### config.mk
export PLATFORM = sky130hd
export DESIGN_NAME = arbitro_rr_fifo
export DESIGN_NICKNAME = d
export VERILOG_FILES = /design/src/rtl/arbitro_rr_fifo_pkg.sv /design/src/rtl/arbitro_rr_fifo_rr_selector.sv /design/src/rtl/arbitro_rr_fifo.sv
export SDC_FILE = /design/constraint.sdc
export NUM_CORES = 1
export LEC_CHECK = 0
export ABC_CLOCK_PERIOD_IN_PS = 4400
export CORE_MARGIN = 4
export CORE_UTILIZATION = 58
export CTS_BUF_LIST = sky130_fd_sc_hd__clkbuf_4 sky130_fd_sc_hd__clkbuf_8
export DETAILED_ROUTE_END_ITERATION = 10
export DONT_BUFFER_PORTS = 1
export GPL_TIMING_DRIVEN = 1
export PLACE_DENSITY = 0.74
export RECOVER_POWER = 100
export SYNTH_ARGS = -nofsm -noshare
export SYNTH_HDL_FRONTEND = slang
export SYNTH_HIERARCHICAL = 1
export SYNTH_SLANG_ARGS = --single-unit
export TNS_END_PERCENT = 50
### constraint.sdc
create_clock -name clk -period 4.4 [get_ports clk]
set_clock_uncertainty 0.2 [all_clocks]
set_input_delay 0.88 -clock clk [delete_from_list [all_inputs] [get_ports clk]]
set_output_delay 0.88 -clock clk [all_outputs]
set_load 0.05 [all_outputs]
### src/rtl/arbitro_rr_fifo_pkg.sv
// Shared definitions for the round-robin FIFO arbiter.
// Holds the FSM state encoding, the default datapath geometry and the
// position of the destination field inside a word.
package arbitro_rr_fifo_pkg;

  localparam int DATA_WIDTH_DEF = 6;
  localparam int NUM_FIFOS_DEF  = 4;
  localparam int CNT_WIDTH_DEF  = 8;

  // Destination field sits in the two MSBs of the word.
  localparam int DEST_HI = DATA_WIDTH_DEF - 1;
  localparam int DEST_LO = DATA_WIDTH_DEF - 2;
  localparam int DEST_W  = DEST_HI - DEST_LO + 1;

  typedef enum logic [1:0] {
    IDLE   = 2'd0,
    ACTIVO = 2'd1,
    PAUSA  = 2'd2
  } arb_state_t;

endpackage

### src/rtl/arbitro_rr_fifo_rr_selector.sv
// Combinational round-robin picker.
// Ports:
//   req   - one request bit per input FIFO
//   ptr   - index searched first
//   grant - one-hot winner (zero when nothing requested)
//   idx   - binary index of the winner
//   valid - some request was granted
// The search order is ptr, ptr+1, ... wrapping modulo N, so N must be a
// power of two for the index arithmetic to wrap correctly.
module rr_selector #(
  parameter int N  = 4,
  parameter int IW = 2
) (
  input  logic [N-1:0]  req,
  input  logic [IW-1:0] ptr,
  output logic [N-1:0]  grant,
  output logic [IW-1:0] idx,
  output logic          valid
);

  logic [IW-1:0] cand;

  // Walk from the farthest offset down to offset 0 so the candidate
  // closest to the pointer is the last (winning) assignment.
  always_comb begin
    grant = '0;
    idx   = '0;
    valid = 1'b0;
    cand  = '0;
    for (int k = N-1; k >= 0; k--) begin
      cand = ptr + IW'(k);
      if (req[cand]) begin
        idx   = cand;
        valid = 1'b1;
      end
    end
    if (valid) grant[idx] = 1'b1;
  end

endmodule

### src/rtl/arbitro_rr_fifo.sv
// Round-robin arbiter from four input FIFOs to four output FIFOs.
// Pops one word per grant, waits one cycle for the FIFO read data, then
// pushes the word to the output FIFO named by its destination field.
// Ports:
//   clk, reset     - clock (rising edge), async active-high reset
//   fifo_empty_in  - empty flags of the input FIFOs
//   fifo_data_in   - read data of the input FIFOs, FIFO i in slice i
//   pausa_in       - pause requests from the output FIFOs
//   fifo_full_in   - full flags of the output FIFOs
//   pop_out        - one-hot pop to the input FIFOs
//   push_out       - one-hot push to the output FIFOs (registered)
//   data_out       - word on the shared output bus (registered)
//   grant_id       - index of the most recently popped input FIFO
//   activo         - FSM is in ACTIVO
//   error_arb      - sticky protocol error flag
//   contador       - forwarded-word counter, wraps
module arbitro_rr_fifo
  import arbitro_rr_fifo_pkg::*;
#(
  parameter int DATA_WIDTH = DATA_WIDTH_DEF,
  parameter int NUM_FIFOS  = NUM_FIFOS_DEF,
  parameter int CNT_WIDTH  = CNT_WIDTH_DEF
) (
  input  logic                            clk,
  input  logic                            reset,
  input  logic [NUM_FIFOS-1:0]            fifo_empty_in,
  input  logic [NUM_FIFOS*DATA_WIDTH-1:0] fifo_data_in,
  input  logic [NUM_FIFOS-1:0]            pausa_in,
  input  logic [NUM_FIFOS-1:0]            fifo_full_in,
  output logic [NUM_FIFOS-1:0]            pop_out,
  output logic [NUM_FIFOS-1:0]            push_out,
  output logic [DATA_WIDTH-1:0]           data_out,
  output logic [$clog2(NUM_FIFOS)-1:0]    grant_id,
  output logic                            activo,
  output logic                            error_arb,
  output logic [CNT_WIDTH-1:0]            contador
);

  localparam int IW = $clog2(NUM_FIFOS);

  arb_state_t state, state_nx;

  logic [IW-1:0]         rr_ptr;
  logic [NUM_FIFOS-1:0]  last_pop;   // FIFO popped last cycle; its empty flag may be stale
  logic [NUM_FIFOS-1:0]  req;
  logic [NUM_FIFOS-1:0]  sel_grant;
  logic [IW-1:0]         sel_idx;
  logic                  sel_valid;
  logic                  inflight;   // a pop was issued last cycle, data arrives now
  logic                  any_data;
  logic                  any_pausa;
  logic [DATA_WIDTH-1:0] word_sel;
  logic [NUM_FIFOS-1:0]  dest_oh;

  assign any_data  = |(~fifo_empty_in);
  assign any_pausa = |pausa_in;
  assign req       = ~fifo_empty_in & ~last_pop;

  rr_selector #(.N(NUM_FIFOS), .IW(IW)) u_sel (
    .req   (req),
    .ptr   (rr_ptr),
    .grant (sel_grant),
    .idx   (sel_idx),
    .valid (sel_valid)
  );

  // ---------------- FSM ----------------
  always_ff @(posedge clk or posedge reset) begin
    if (reset) state <= IDLE;
    else       state <= state_nx;
  end

  always_comb begin
    state_nx = state;
    case (state)
      IDLE:    if (any_data && !any_pausa) state_nx = ACTIVO;
      ACTIVO:  if (any_pausa)              state_nx = PAUSA;
               else if (!any_data)         state_nx = IDLE;
      PAUSA:   if (!any_pausa)             state_nx = any_data ? ACTIVO : IDLE;
      default:                             state_nx = IDLE;
    endcase
  end

  // Pops are also gated by the live pause so a pause arriving in ACTIVO
  // stops new pops in that very cycle.
  always_comb begin
    activo  = (state == ACTIVO);
    pop_out = '0;
    if (activo && !any_pausa && sel_valid) pop_out = sel_grant;
  end

  // ---------------- pop bookkeeping ----------------
  always_ff @(posedge clk or posedge reset) begin
    if (reset) begin
      rr_ptr   <= '0;
      last_pop <= '0;
      inflight <= 1'b0;
      grant_id <= '0;
    end else begin
      last_pop <= pop_out;
      inflight <= |pop_out;
      if (|pop_out) begin
        grant_id <= sel_idx;
        rr_ptr   <= sel_idx + IW'(1);
      end
    end
  end

  // ---------------- data stage ----------------
  always_comb begin
    word_sel = fifo_data_in[int'(grant_id)*DATA_WIDTH +: DATA_WIDTH];
    dest_oh  = '0;
    dest_oh[word_sel[DATA_WIDTH-1 -: IW]] = 1'b1;
  end

  always_ff @(posedge clk or posedge reset) begin
    if (reset) begin
      push_out <= '0;
      data_out <= '0;
      contador <= '0;
    end else if (inflight) begin
      push_out <= dest_oh;
      data_out <= word_sel;
      contador <= contador + CNT_WIDTH'(1);
    end else begin
      push_out <= '0;
    end
  end

  // Sticky: push into a full FIFO, or pop of an empty one (cannot happen
  // by construction; kept as a guard against upstream flag glitches).
  always_ff @(posedge clk or posedge reset) begin
    if (reset) error_arb <= 1'b0;
    else if ((|(push_out & fifo_full_in)) || (|(pop_out & fifo_empty_in)))
      error_arb <= 1'b1;
  end

endmodule

==> results of run 1 <==
-- worst min path at each step --
stage / slack (ns) / cells past startpoint / to / startpoint
floorplan: 0.28 / 1 / rr_ptr[1] / rr_ptr[1]
global placement: 0.34 / 2 / state[1] / state[0]
detailed placement: 0.35 / 2 / state[1] / state[0]
CTS: 0.38 / 2 / state[1] / state[0]
global route: 0.40 / 2 / state[1] / state[1]
finish: 0.36 / 2 / state[1] / state[0]
-- per-stage QoR --
stage	hold slack, ns	setup slack [ns]	power (mW)	cell area [µm²]
after global routing	0.397	0.845	0.587	1590
final	0.364	0.920	0.558	1590
after global placement	0.344	1.14	0.391	1550
after floorplan	0.276	1.27	0.382	1530
after CTS	0.376	1.13	0.568	1610
after detailed placement	0.352	1.08	0.394	1550
-- cell families (layout without fill, tap and decap cells) --
kind of cell / Yosys count / count (layout)
flops: 30 / 30
xor+xnor: 9 / 9
buf+inv: 11 / 15
fa+ha+maj: 1 / 1
compound gates: 17 / 17
simple gates: 48 / 48
mux: 16 / 16
-- flip-flops by register name, summed over array words and instances (netlist names) --
name / flops
contador: 8
data_out: 6
error_arb: 1
grant_id: 2
inflight: 1
last_pop: 4
push_out: 4
rr_ptr: 2
state: 2
-- placed cells by master (no fill, tap or decap) --
cell,n
sky130_fd_sc_hd__clkbuf_1,1
sky130_fd_sc_hd__and2_0,4
sky130_fd_sc_hd__a21oi_1,3
sky130_fd_sc_hd__clkinv_2,1
sky130_fd_sc_hd__a222oi_1,1
sky130_fd_sc_hd__xor2_1,4
sky130_fd_sc_hd__nor2b_2,1
sky130_fd_sc_hd__dfrtp_1,30
sky130_fd_sc_hd__mux4_2,6
sky130_fd_sc_hd__a22oi_1,2
sky130_fd_sc_hd__nand2b_1,2
sky130_fd_sc_hd__mux2_1,3
sky130_fd_sc_hd__o21ai_0,5
sky130_fd_sc_hd__mux2_2,6
sky130_fd_sc_hd__nand2_1,6
sky130_fd_sc_hd__xnor2_1,5
sky130_fd_sc_hd__o311a_1,1
sky130_fd_sc_hd__nor3b_1,1
sky130_fd_sc_hd__o221a_2,1
sky130_fd_sc_hd__mux2i_1,1
sky130_fd_sc_hd__o31a_1,2
sky130_fd_sc_hd__inv_1,6
sky130_fd_sc_hd__clkinvlp_4,1
sky130_fd_sc_hd__nor2b_1,3
sky130_fd_sc_hd__a21o_1,1
sky130_fd_sc_hd__nor2_1,15
sky130_fd_sc_hd__clkbuf_4,5
sky130_fd_sc_hd__and4_1,1
sky130_fd_sc_hd__nor3_1,3
sky130_fd_sc_hd__clkbuf_8,1
sky130_fd_sc_hd__o22a_1,1
sky130_fd_sc_hd__or4_1,2
sky130_fd_sc_hd__nand4_1,5
sky130_fd_sc_hd__nor4_1,1
sky130_fd_sc_hd__and3_1,4
sky130_fd_sc_hd__ha_1,1
-- power groups by stage --
stage / combinational [mW] / clock, mW / sequential, mW
global route: 0.0649 / 0.193 / 0.330
finish: 0.0585 / 0.172 / 0.327
CTS: 0.0609 / 0.179 / 0.328
floorplan: 0.0558 / 0 / 0.327
global placement: 0.0585 / 0 / 0.333
detailed placement: 0.0606 / 0 / 0.334
-- cell usage after synthesis, drive strengths merged (2+ instances only) --
| library cell | n |
|---|---|
| dfrtp | 30 |
| nor2 | 15 |
| mux2 | 9 |
| inv | 6 |
| mux4 | 6 |
| nand2 | 6 |
| nand4 | 5 |
| o21ai | 5 |
| xnor2 | 5 |
| and2 | 4 |
| and3 | 4 |
| nor2b | 4 |
| xor2 | 4 |
| a21oi | 3 |
| buf | 3 |
| nor3 | 3 |
| a22oi | 2 |
| clkbuf | 2 |
| nand2b | 2 |
| o31a | 2 |
| or4 | 2 |
-- routing by layer --
layer,routed length [µm],GRT usage (%)
met1,1340,26.2
met2,1430,27.1
met3,325,6.32
met4,27,10.7
met5,0,0
-- worst max-delay path, stage by stage --
cell and delay, ns:
sky130_fd_sc_hd__nor4_1 0.53, sky130_fd_sc_hd__and3_1 0.33, sky130_fd_sc_hd__and2_0 0.66
-- area by class of cell --
cell class,count,share of cell area (%)
clock inverter,2,0.787
tap,30,2.36
clock buffer,6,3.23
multi-input combinational,91,44.7
timing repair buffer,1,0.236
inverter,6,1.42
sequential,30,47.2
==> flow_summary.rst, run 1 <==
.. list-table::
   :header-rows: 1

   * - Metric
     - Value
   * - Power Internal
     - between 0.3 and 0.4 mW
   * - Total vias in the final route
     - 1038
   * - Latest clock arrival within the worst-skew pair
     - roughly 0.32 ns
   * - Type of the setup path with the least slack
     - in -> out
   * - Crit path max fanout
     - 5
   * - Startpoint of the lowest-slack register-to-register path
     - last_pop[0]
   * - Startpoint of the worst setup timing path
     - pausa_in[1]
   * - Die outline area
     - around 3500 µm²
   * - Max-capacitance violation count
     - 0
   * - Final setup viols
     - 0
   * - Setup repair after global routing missed its margin
     - no
   * - Iteration-0 DRC count of the detailed router
     - 38
   * - CTS sink count
     - 30
   * - Area of the core region
     - between 2000 and 2500 µm²
   * - Cells after Synth
     - 132
   * - Post-Synth Simple-Gate Area
     - around 17%
   * - Final estimated routing congestion in global placement
     - between 0.8 and 0.9
   * - Count of distinct cell types in the synthesized netlist
     - 36
   * - Total power divided by cell area
     - 351 nW/µm²
   * - Via count of the first global-routing pass
     - between 1000 and 1500
   * - Register-to-Register Setup Slack
     - around 1.5 ns
   * - Via density per instance
     - about 6.3
   * - Share of final-layout standard cells stronger than drive strength 1
     - 16.2%
   * - Core Rows
     - 18
   * - Complex-gate fraction of the synthesized area
     - under 10%
   * - Routed Wire Length
     - 3120 µm
   * - NumNets Final
     - between 150 and 200
   * - Clock network power share
     - between 30% and 40%
   * - Maximum clock insertion buffer count
     - 2
   * - Async SR Flop Fraction
     - between 90% and 100%
   * - Number of buffer cells added on primary ports
     - 0
   * - Final count of hold timing violations
     - 0
   * - Number of inserted diodes
     - 0
   * - Mapped Nets
     - approximately 170
   * - Cell taking the most area after synthesis
     - sky130_fd_sc_hd__dfrtp_1
   * - Worst Setup End Kind
     - output port
   * - Mapped cell area
     - 1530 µm²
   * - Data required, critical path
     - 3.32 ns
   * - Reg-to-Reg End
     - grant_id[0]
   * - Total negative slack for setup checks
     - 0 ns
   * - Total count of max-transition violations in the final report
     - 0
   * - Primary flip-flop cell chosen by synthesis mapping
     - sky130_fd_sc_hd__dfrtp_1
   * - H-tree depth
     - 2
   * - Mean Syn Cell Area
     - approximately 12 µm²
   * - Status
     - finished, final reports clean
   * - DRC violation count after routing
     - 0
   * - Dominant combinational cell family by area after synthesis
     - simple AND/OR/NAND/NOR gates
   * - Area growth from synthesis to layout
     - 3.67%
   * - FF/Latch Area
     - between 700 and 800 µm²
   * - Sequential-to-total area share from yosys stat
     - between 40% and 50%
   * - Post-cts repair resize count
     - 0
   * - Number of nets still failing antenna checks after routing
     - 0
   * - Startpoint kind of the worst setup timing path
     - input port
   * - Max IR drop VDD
     - 0.336 mV
   * - Number of I/O pins
     - 64
   * - Vertical die dimension
     - just under 60 µm
   * - Fmax
     - about 290 MHz
   * - Number of optimization iterations in the first detailed-route pass
     - 4
   * - First-pass GRT wire length
     - 4950 µm
   * - Placed wire-length estimate after detailed placement
     - between 2000 and 2500 µm
   * - Mux cell area share after synthesis
     - ~17%
   * - Power spent charging and discharging nets
     - between 0.15 and 0.2 mW
   * - Critical path endpoint
     - pop_out[2]
   * - Pin count of the biggest net entering global routing
     - 31
   * - Initial antenna violation count
     - 0
   * - Fraction of power spent switching nets
     - 29.6%
   * - Share of the clock period used by the worst path after layout
     - about four fifths
   * - Arrival time at the worst endpoint
     - about 2.4 ns
   * - Arithmetic-cell share of the synthesized area counting full adders, half adders and majority gates
     - 0.816%
   * - Combinational fraction of design power
     - about a tenth
   * - Clock-pin slew on the worst setup and hold paths
     - approximately 0.090 ns
   * - Leftover overflow at the end of global routing
     - 0
   * - Cell count after placement
     - around 160
   * - Number of CTS-inserted buffers
     - 5
   * - Worst slew margin relative to its limit
     - 25.9%
   * - Post-layout minimum cycle time
     - approximately 3.5 ns
   * - Area fraction of the dominant cell type after synthesis
     - between 40 and 50%
   * - Tot GR Track Use
     - between 15 and 20%
   * - Clock root buffer
     - sky130_fd_sc_hd__clkbuf_4
   * - Clock tree from TritonCTS
     - done
   * - Final core area utilization
     - a little under two thirds
   * - Multi-input logic area
     - a little over 700 µm²
   * - Cell types with the largest area share after synthesis
     - sky130_fd_sc_hd__dfrtp_1 49%, sky130_fd_sc_hd__mux4_2 8.8%, sky130_fd_sc_hd__mux2_2 4.4%
   * - Number of synthesized flops with an enable pin
     - 0
   * - Type of the tightest min-delay check
     - reg -> reg
   * - Total of fill cells in the finished design
     - 217
   * - Post-synthesis sequential element count
     - 30
   * - X dimension of the die
     - between 50 and 60 µm
   * - Static Leakage
     - 0.761 nW
   * - Starting density of the core
     - 61.3%
   * - Yosys Warn Count
     - 6
   * - Layout Cells excl Fill
     - approximately 170
   * - Tightest Pin Transition
     - 1.11 ns
   * - Flop pwr share
     - 58.6%
   * - Routed wirelength normalized by instance count
     - approximately 19 µm
   * - Setup Fix Bufs, Post-CTS
     - 0
   * - Worst r2r path cells
     - 7
   * - Post-synthesis share of cell area spent on xor and xnor gates
     - roughly 5%
   * - Number of hold-repair buffers added at the cts stage
     - 0
Power figures use the tool's default switching activity.
==> inputs of run 2 (changes only) <==
--- a/config.mk
+++ b/config.mk
@@ -5,14 +5,14 @@
 export SDC_FILE = /design/constraint.sdc
 export NUM_CORES = 1
 export LEC_CHECK = 0
-export ABC_CLOCK_PERIOD_IN_PS = 4400
+export ABC_CLOCK_PERIOD_IN_PS = 3100
 export CORE_MARGIN = 4
 export CORE_UTILIZATION = 58
 export CTS_BUF_LIST = sky130_fd_sc_hd__clkbuf_4 sky130_fd_sc_hd__clkbuf_8
 export DETAILED_ROUTE_END_ITERATION = 10
 export DONT_BUFFER_PORTS = 1
 export GPL_TIMING_DRIVEN = 1
-export PLACE_DENSITY = 0.74
+export PLACE_DENSITY = 0.76
 export RECOVER_POWER = 100
 export SYNTH_ARGS = -nofsm -noshare
 export SYNTH_HDL_FRONTEND = slang
==> constraint.sdc (replaced) <==
create_clock -name clk -period 3.1 [get_ports clk]
set_clock_uncertainty 0.2 [all_clocks]
set_input_delay 0.62 -clock clk [delete_from_list [all_inputs] [get_ports clk]]
set_output_delay 0.62 -clock clk [all_outputs]
set_load 0.05 [all_outputs]
==> flow_summary.rst, run 2 (synthesis gave the netlist of run 1 again) <==
.. list-table::
   :header-rows: 1

   * - Metric
     - Value
   * - Finished Cell Area
     - approximately 1600 µm²
   * - Share of the clock period used by the worst path after layout
     - roughly 94%
   * - Post-place setup slack
     - about 0.17 ns
   * - Register ranked first by flip-flop count
     - contador
   * - Number of CTS-inserted buffers
     - 5
   * - Total vias in the final route
     - ~1100
   * - Total negative slack for setup checks
     - 0 ns
   * - Final estimated routing congestion in global placement
     - 0.928
   * - Number of inserted diodes
     - 0
   * - Most common cell after layout, fill and taps aside
     - sky130_fd_sc_hd__dfrtp_1
   * - Setup Fix Bufs, Post-CTS
     - 0
   * - Post-layout minimum cycle time
     - between 2 and 3 ns
   * - Max IR drop VDD
     - roughly 0.37 mV
   * - Status
     - finished, final reports clean
   * - Number of optimization iterations in the first detailed-route pass
     - 4
   * - Startpoint kind of the worst setup timing path
     - register
   * - Static Leakage
     - about 0.8 nW
   * - Commonest cells after routing, fill and taps aside
     - 30 x sky130_fd_sc_hd__dfrtp_1, 15 x sky130_fd_sc_hd__nor2_1
   * - Number of nets still failing antenna checks after routing
     - 0
   * - Tot GR Track Use
     - ~20%
   * - Tightest Pin Transition
     - roughly 0.82 ns
   * - Worst r2r path cells
     - 7
   * - Type of the setup path with the least slack
     - reg -> out
   * - Via count of the first global-routing pass
     - 1160
   * - Final Worst Setup Slack
     - 0.185 ns
   * - NumNets Final
     - between 150 and 200
   * - Number of buffer cells added on primary ports
     - 0
   * - Clock root buffer
     - sky130_fd_sc_hd__clkbuf_4
   * - Overall power consumption
     - roughly 0.8 mW
   * - Post-cts repair resize count
     - 0
   * - Hold Worst Slack
     - slightly below 0.09 ns
   * - Total count of max-transition violations in the final report
     - 0
   * - DRC violation count after routing
     - 0
   * - Initial antenna violation count
     - 0
   * - Iteration-0 DRC count of the detailed router
     - 33
   * - Routed wirelength normalized by instance count
     - 18.9 µm
   * - Maximum clock insertion buffer count
     - 2
   * - Worst slew margin relative to its limit
     - a little under half
   * - Final core area utilization
     - 64.8%
   * - Biggest regs
     - contador x8, data_out x6
   * - Final count of hold timing violations
     - 0
   * - Data required, critical path
     - between 2 and 2.5 ns
   * - Type of the tightest min-delay check
     - in -> async
   * - Clock-pin slew on the worst setup and hold paths
     - around 0.1 ns
   * - Die outline area
     - ~3500 µm²
   * - Placed wire-length estimate after detailed placement
     - roughly 2500 µm
   * - First-pass GRT wire length
     - 5090 µm
   * - Pin count of the biggest net entering global routing
     - 21
   * - Setup repair after global routing missed its margin
     - no
   * - Max-capacitance violation count
     - 0
   * - Total power divided by cell area
     - about 490 nW/µm²
   * - Worst Setup End Kind
     - output port
   * - Arrival time at the worst endpoint
     - between 2 and 2.5 ns
   * - Area of the core region
     - 2500 µm²
   * - Routed Wire Length
     - between 3000 and 4000 µm
   * - Via density per instance
     - roughly 6.4
   * - Leftover overflow at the end of global routing
     - 0
   * - H-tree depth
     - 2
   * - Crit path max fanout
     - 6
   * - Number of hold-repair buffers added at the cts stage
     - 0
   * - Share of final-layout standard cells stronger than drive strength 1
     - around 19%
   * - Area growth from synthesis to layout
     - 5.63%
   * - Post-detailed-placement cell area
     - about 1600 µm²
   * - Fmax
     - roughly 340 MHz
   * - Register-to-Register Setup Slack
     - about 0.27 ns
   * - Number of flip-flops in the largest register
     - 8
   * - Layout Cells excl Fill
     - 170
   * - Vertical die dimension
     - about 59 µm
   * - X dimension of the die
     - 59.4 µm
   * - Final setup viols
     - 0
   * - Cell count after placement
     - roughly 160
   * - Number of I/O pins
     - 64
   * - Latest clock arrival within the worst-skew pair
     - roughly 0.33 ns
   * - Clock tree from TritonCTS
     - done
   * - Core Rows
     - 18
   * - Starting density of the core
     - between 60 and 70%
   * - CTS sink count
     - 30
run 2: layer usage:
metal  wire, µm  global-route usage [%]  vias up
met5          0                       0        -
met1       1310                    23.7      506
met4         70                    11.0        0
met2       1480                    30.1       76
met3        359                    8.50       11
li1           -                       -      489
run 2: layout make-up:
type | instances | area [µm²]
Inverter | 6 | 22.5
Multi-Input combinational cell | 91 | 717
Sequential cell | 30 | 751
Tap cell | 30 | 37.5
Fill cell | 208 | 881
Clock inverter | 2 | 12.5
Clock buffer | 6 | 51.3
Timing Repair Buffer | 5 | 27.5
run 2: where the power goes:
| group | internal (mW) | switching (mW) |
|---|---|---|
| clock | 0.109 | 0.135 |
| sequential | 0.408 | 0.0571 |
| combinational | 0.0432 | 0.0441 |
run 2: worst max-delay path: stages (launching register included):
cell and delay, ns:
sky130_fd_sc_hd__dfrtp_1 0.38, sky130_fd_sc_hd__nor2_1 0.30, sky130_fd_sc_hd__nor2b_1 0.34, sky130_fd_sc_hd__nor2_1 0.09, sky130_fd_sc_hd__o311a_1 0.32, sky130_fd_sc_hd__and2_1 0.35
run 2: worst paths after layout:
check,from,to
max in group asynchronous,reset,contador[7]
worst min-delay path,reset,data_out[3]
min in group clk,fifo_full_in[3],error_arb
worst max register to register,last_pop[2],rr_ptr[1]
worst max-delay path,last_pop[2],pop_out[0]
worst min register to register,state[0],state[1]
==> inputs of run 3 (changes only) <==
--- a/config.mk
+++ b/config.mk
@@ -5,7 +5,7 @@
 export SDC_FILE = /design/constraint.sdc
 export NUM_CORES = 1
 export LEC_CHECK = 0
-export ABC_CLOCK_PERIOD_IN_PS = 3100
+export ABC_CLOCK_PERIOD_IN_PS = 2500
 export CORE_MARGIN = 4
 export CORE_UTILIZATION = 58
 export CTS_BUF_LIST = sky130_fd_sc_hd__clkbuf_4 sky130_fd_sc_hd__clkbuf_8
==> constraint.sdc (replaced) <==
create_clock -name clk -period 2.5 [get_ports clk]
set_clock_uncertainty 0.2 [all_clocks]
set_input_delay 0.5 -clock clk [delete_from_list [all_inputs] [get_ports clk]]
set_output_delay 0.5 -clock clk [all_outputs]
set_load 0.05 [all_outputs]
==> flow_summary.rst, run 3 (synthesis gave the netlist of run 1 again) <==
.. list-table::
   :header-rows: 1

   * - Metric
     - Value
   * - Status
     - finished, violations left
   * - Violations in the final reports
     - negative setup slack
   * - Total power divided by cell area
     - roughly 660 nW/µm²
   * - WHS Path Cells
     - 3
   * - Final core area utilization
     - ~73%
   * - Cell chain of the critical path
     - nor2_4, nor2b_4, nor2_1, o311a_1, buf_4, and2_4, buf_12
   * - Number of CTS-inserted buffers
     - 5
   * - Largest delay contributor family on the critical path
     - simple AND/OR/NAND/NOR gates
   * - Crit. path cell count
     - 7
   * - Biggest cell delay along the critical path
     - about 0.41 ns
   * - Via count of the first global-routing pass
     - 1203
   * - Pin count of the biggest net entering global routing
     - 31
   * - Clock tree from TritonCTS
     - done
   * - Starting density of the core
     - 61.3%
   * - Worst slew margin relative to its limit
     - between 40% and 50%
   * - Core Rows
     - 18
   * - First-pass GRT wire length
     - ~5600 µm
   * - Data required, critical path
     - roughly 1.8 ns
   * - Final estimated routing congestion in global placement
     - about 0.96
   * - Routed Wire Length
     - roughly 3400 µm
   * - Total negative slack for setup checks
     - -0.0881 ns
   * - X dimension of the die
     - approximately 59 µm
   * - Share of final-layout standard cells stronger than drive strength 1
     - about a third
   * - Via density per instance
     - ~6.2
   * - Type of the tightest min-delay check
     - in -> reg
   * - Max-capacitance violation count
     - 0
   * - Final setup viols
     - 3
   * - NumNets Final
     - approximately 190
   * - Commonest cells after routing, fill and taps aside
     - 29 x sky130_fd_sc_hd__dfrtp_1, 12 x sky130_fd_sc_hd__buf_4, 11 x sky130_fd_sc_hd__nor2_1
   * - Number of buffer cells added on primary ports
     - 0
   * - Worst r2r path cells
     - 7
   * - Latest clock arrival within the worst-skew pair
     - about 0.33 ns
   * - Arrival time at the worst endpoint
     - between 1.5 and 2 ns
   * - Type of the setup path with the least slack
     - reg -> out
   * - Total vias in the final route
     - around 1100
   * - Biggest regs
     - contador x8, data_out x6
   * - Clock root buffer
     - sky130_fd_sc_hd__clkbuf_4
   * - Final count of hold timing violations
     - 0
   * - Final Worst Setup Slack
     - -0.0405 ns
   * - Worst Setup End Kind
     - output port
   * - Iteration-0 DRC count of the detailed router
     - 40
   * - DRC violation count after routing
     - 0
   * - Cell with the largest stage delay on the worst path
     - sky130_fd_sc_hd__dfrtp_1
   * - Initial antenna violation count
     - 0
   * - Number of flip-flops in the largest register
     - 8
   * - Number of inserted diodes
     - 0
   * - Share of the clock period used by the worst path after layout
     - 102%
   * - Area growth from synthesis to layout
     - 19.2%
   * - Most common cell after layout, fill and taps aside
     - sky130_fd_sc_hd__dfrtp_1
   * - Setup repair after global routing missed its margin
     - yes
   * - Fmax
     - roughly 390 MHz
   * - Register ranked first by flip-flop count
     - contador
   * - Post-layout minimum cycle time
     - around 2.5 ns
   * - Buffers and inverters on the worst path
     - 2
   * - Tightest Pin Transition
     - 0.775 ns
   * - Number of nets still failing antenna checks after routing
     - 0
   * - Area of the core region
     - 2500 µm²
   * - Overall power consumption
     - 1.21 mW
   * - Total count of max-transition violations in the final report
     - 0
   * - Static Leakage
     - 0.881 nW
   * - Vertical die dimension
     - between 50 and 60 µm
   * - Die outline area
     - 3530 µm²
   * - Placed wire-length estimate after detailed placement
     - approximately 2600 µm
   * - Clock-pin slew on the worst setup and hold paths
     - 0.09 ns
   * - Max IR drop VDD
     - between 0.6 and 0.7 mV
   * - Leftover overflow at the end of global routing
     - 0
   * - Startpoint kind of the worst setup timing path
     - register
   * - Routed wirelength normalized by instance count
     - approximately 19 µm
   * - Crit path max fanout
     - 4
   * - Number of optimization iterations in the first detailed-route pass
     - 4
   * - Number of I/O pins
     - 64
   * - CTS sink count
     - 30
   * - Maximum clock insertion buffer count
     - 2
   * - Hold Worst Slack
     - around 0.19 ns
   * - H-tree depth
     - 2
   * - Tot GR Track Use
     - 21.9%
-- run 3: power breakdown --
| group | internal, mW | switching, mW |
|---|---|---|
| combinational | 0.0703 | 0.0640 |
| sequential | 0.506 | 0.0691 |
| clock | 0.339 | 0.166 |
| total | 0.915 | 0.299 |
-- run 3: metrics by stage --
step	instance area (µm²)	instances	setup WS (ns)
after global routing	1830	181	-0.104
final	1830	181	-0.0405
after detailed placement	1680	170	-0.0718
after CTS	1830	181	-0.0310
after global placement	1680	170	0.0214
after floorplan	1560	132	0.0123
-- run 3: repair_timing --
| action | in CTS | in global routing |
|---|---|---|
| buffers inserted | 2 | 0 |
| pin swaps | 1 | 1 |
| hold buffers | 1 | 0 |
| resized for setup | 4 | 3 |
| setup endpoints to repair | 6 | 8 |
| hold endpoints to repair | 30 | 0 |
-- run 3: per-layer routing --
metal  track usage [%]  share of wire (%)  vias to the layer above
li1                  -                  -                      511
met1              25.9                 40                      529
met2              35.4                 47                       73
met3              7.84                 11                       12
met4              10.4                2.3                        0
met5                 0                  0                        -
-- run 3: layout make-up --
| cell class | instances | area (µm²) |
|---|---|---|
| sequential | 30 | 752 |
| inverter | 6 | 22.5 |
| fill | 165 | 673 |
| timing repair buffer | 16 | 129 |
| clock inverter | 2 | 60.1 |
| tap | 30 | 37.5 |
| multi-input combinational | 91 | 774 |
| clock buffer | 6 | 51.3 |
-- run 3: worst paths after layout --
| check | from | end | slack (ns) |
|---|---|---|---|
| worst max-delay path | last_pop[2] | pop_out[0] | -0.04 |
| worst min-delay path | fifo_full_in[3] | error_arb | 0.19 |
| worst max register to register | last_pop[0] | grant_id[1] | 0.02 |
| worst min register to register | state[0] | state[1] | 0.38 |
| max in group asynchronous | reset | rr_ptr[0] | 0.96 |
| min in group asynchronous | reset | contador[3] | 0.64 |
-- run 3: worst min-delay path: cells and delay by family --
kind,cells,cell delay (ns)
AO/OA/AOI/OAI,2,0.12
AND/OR/NAND/NOR,1,0.06
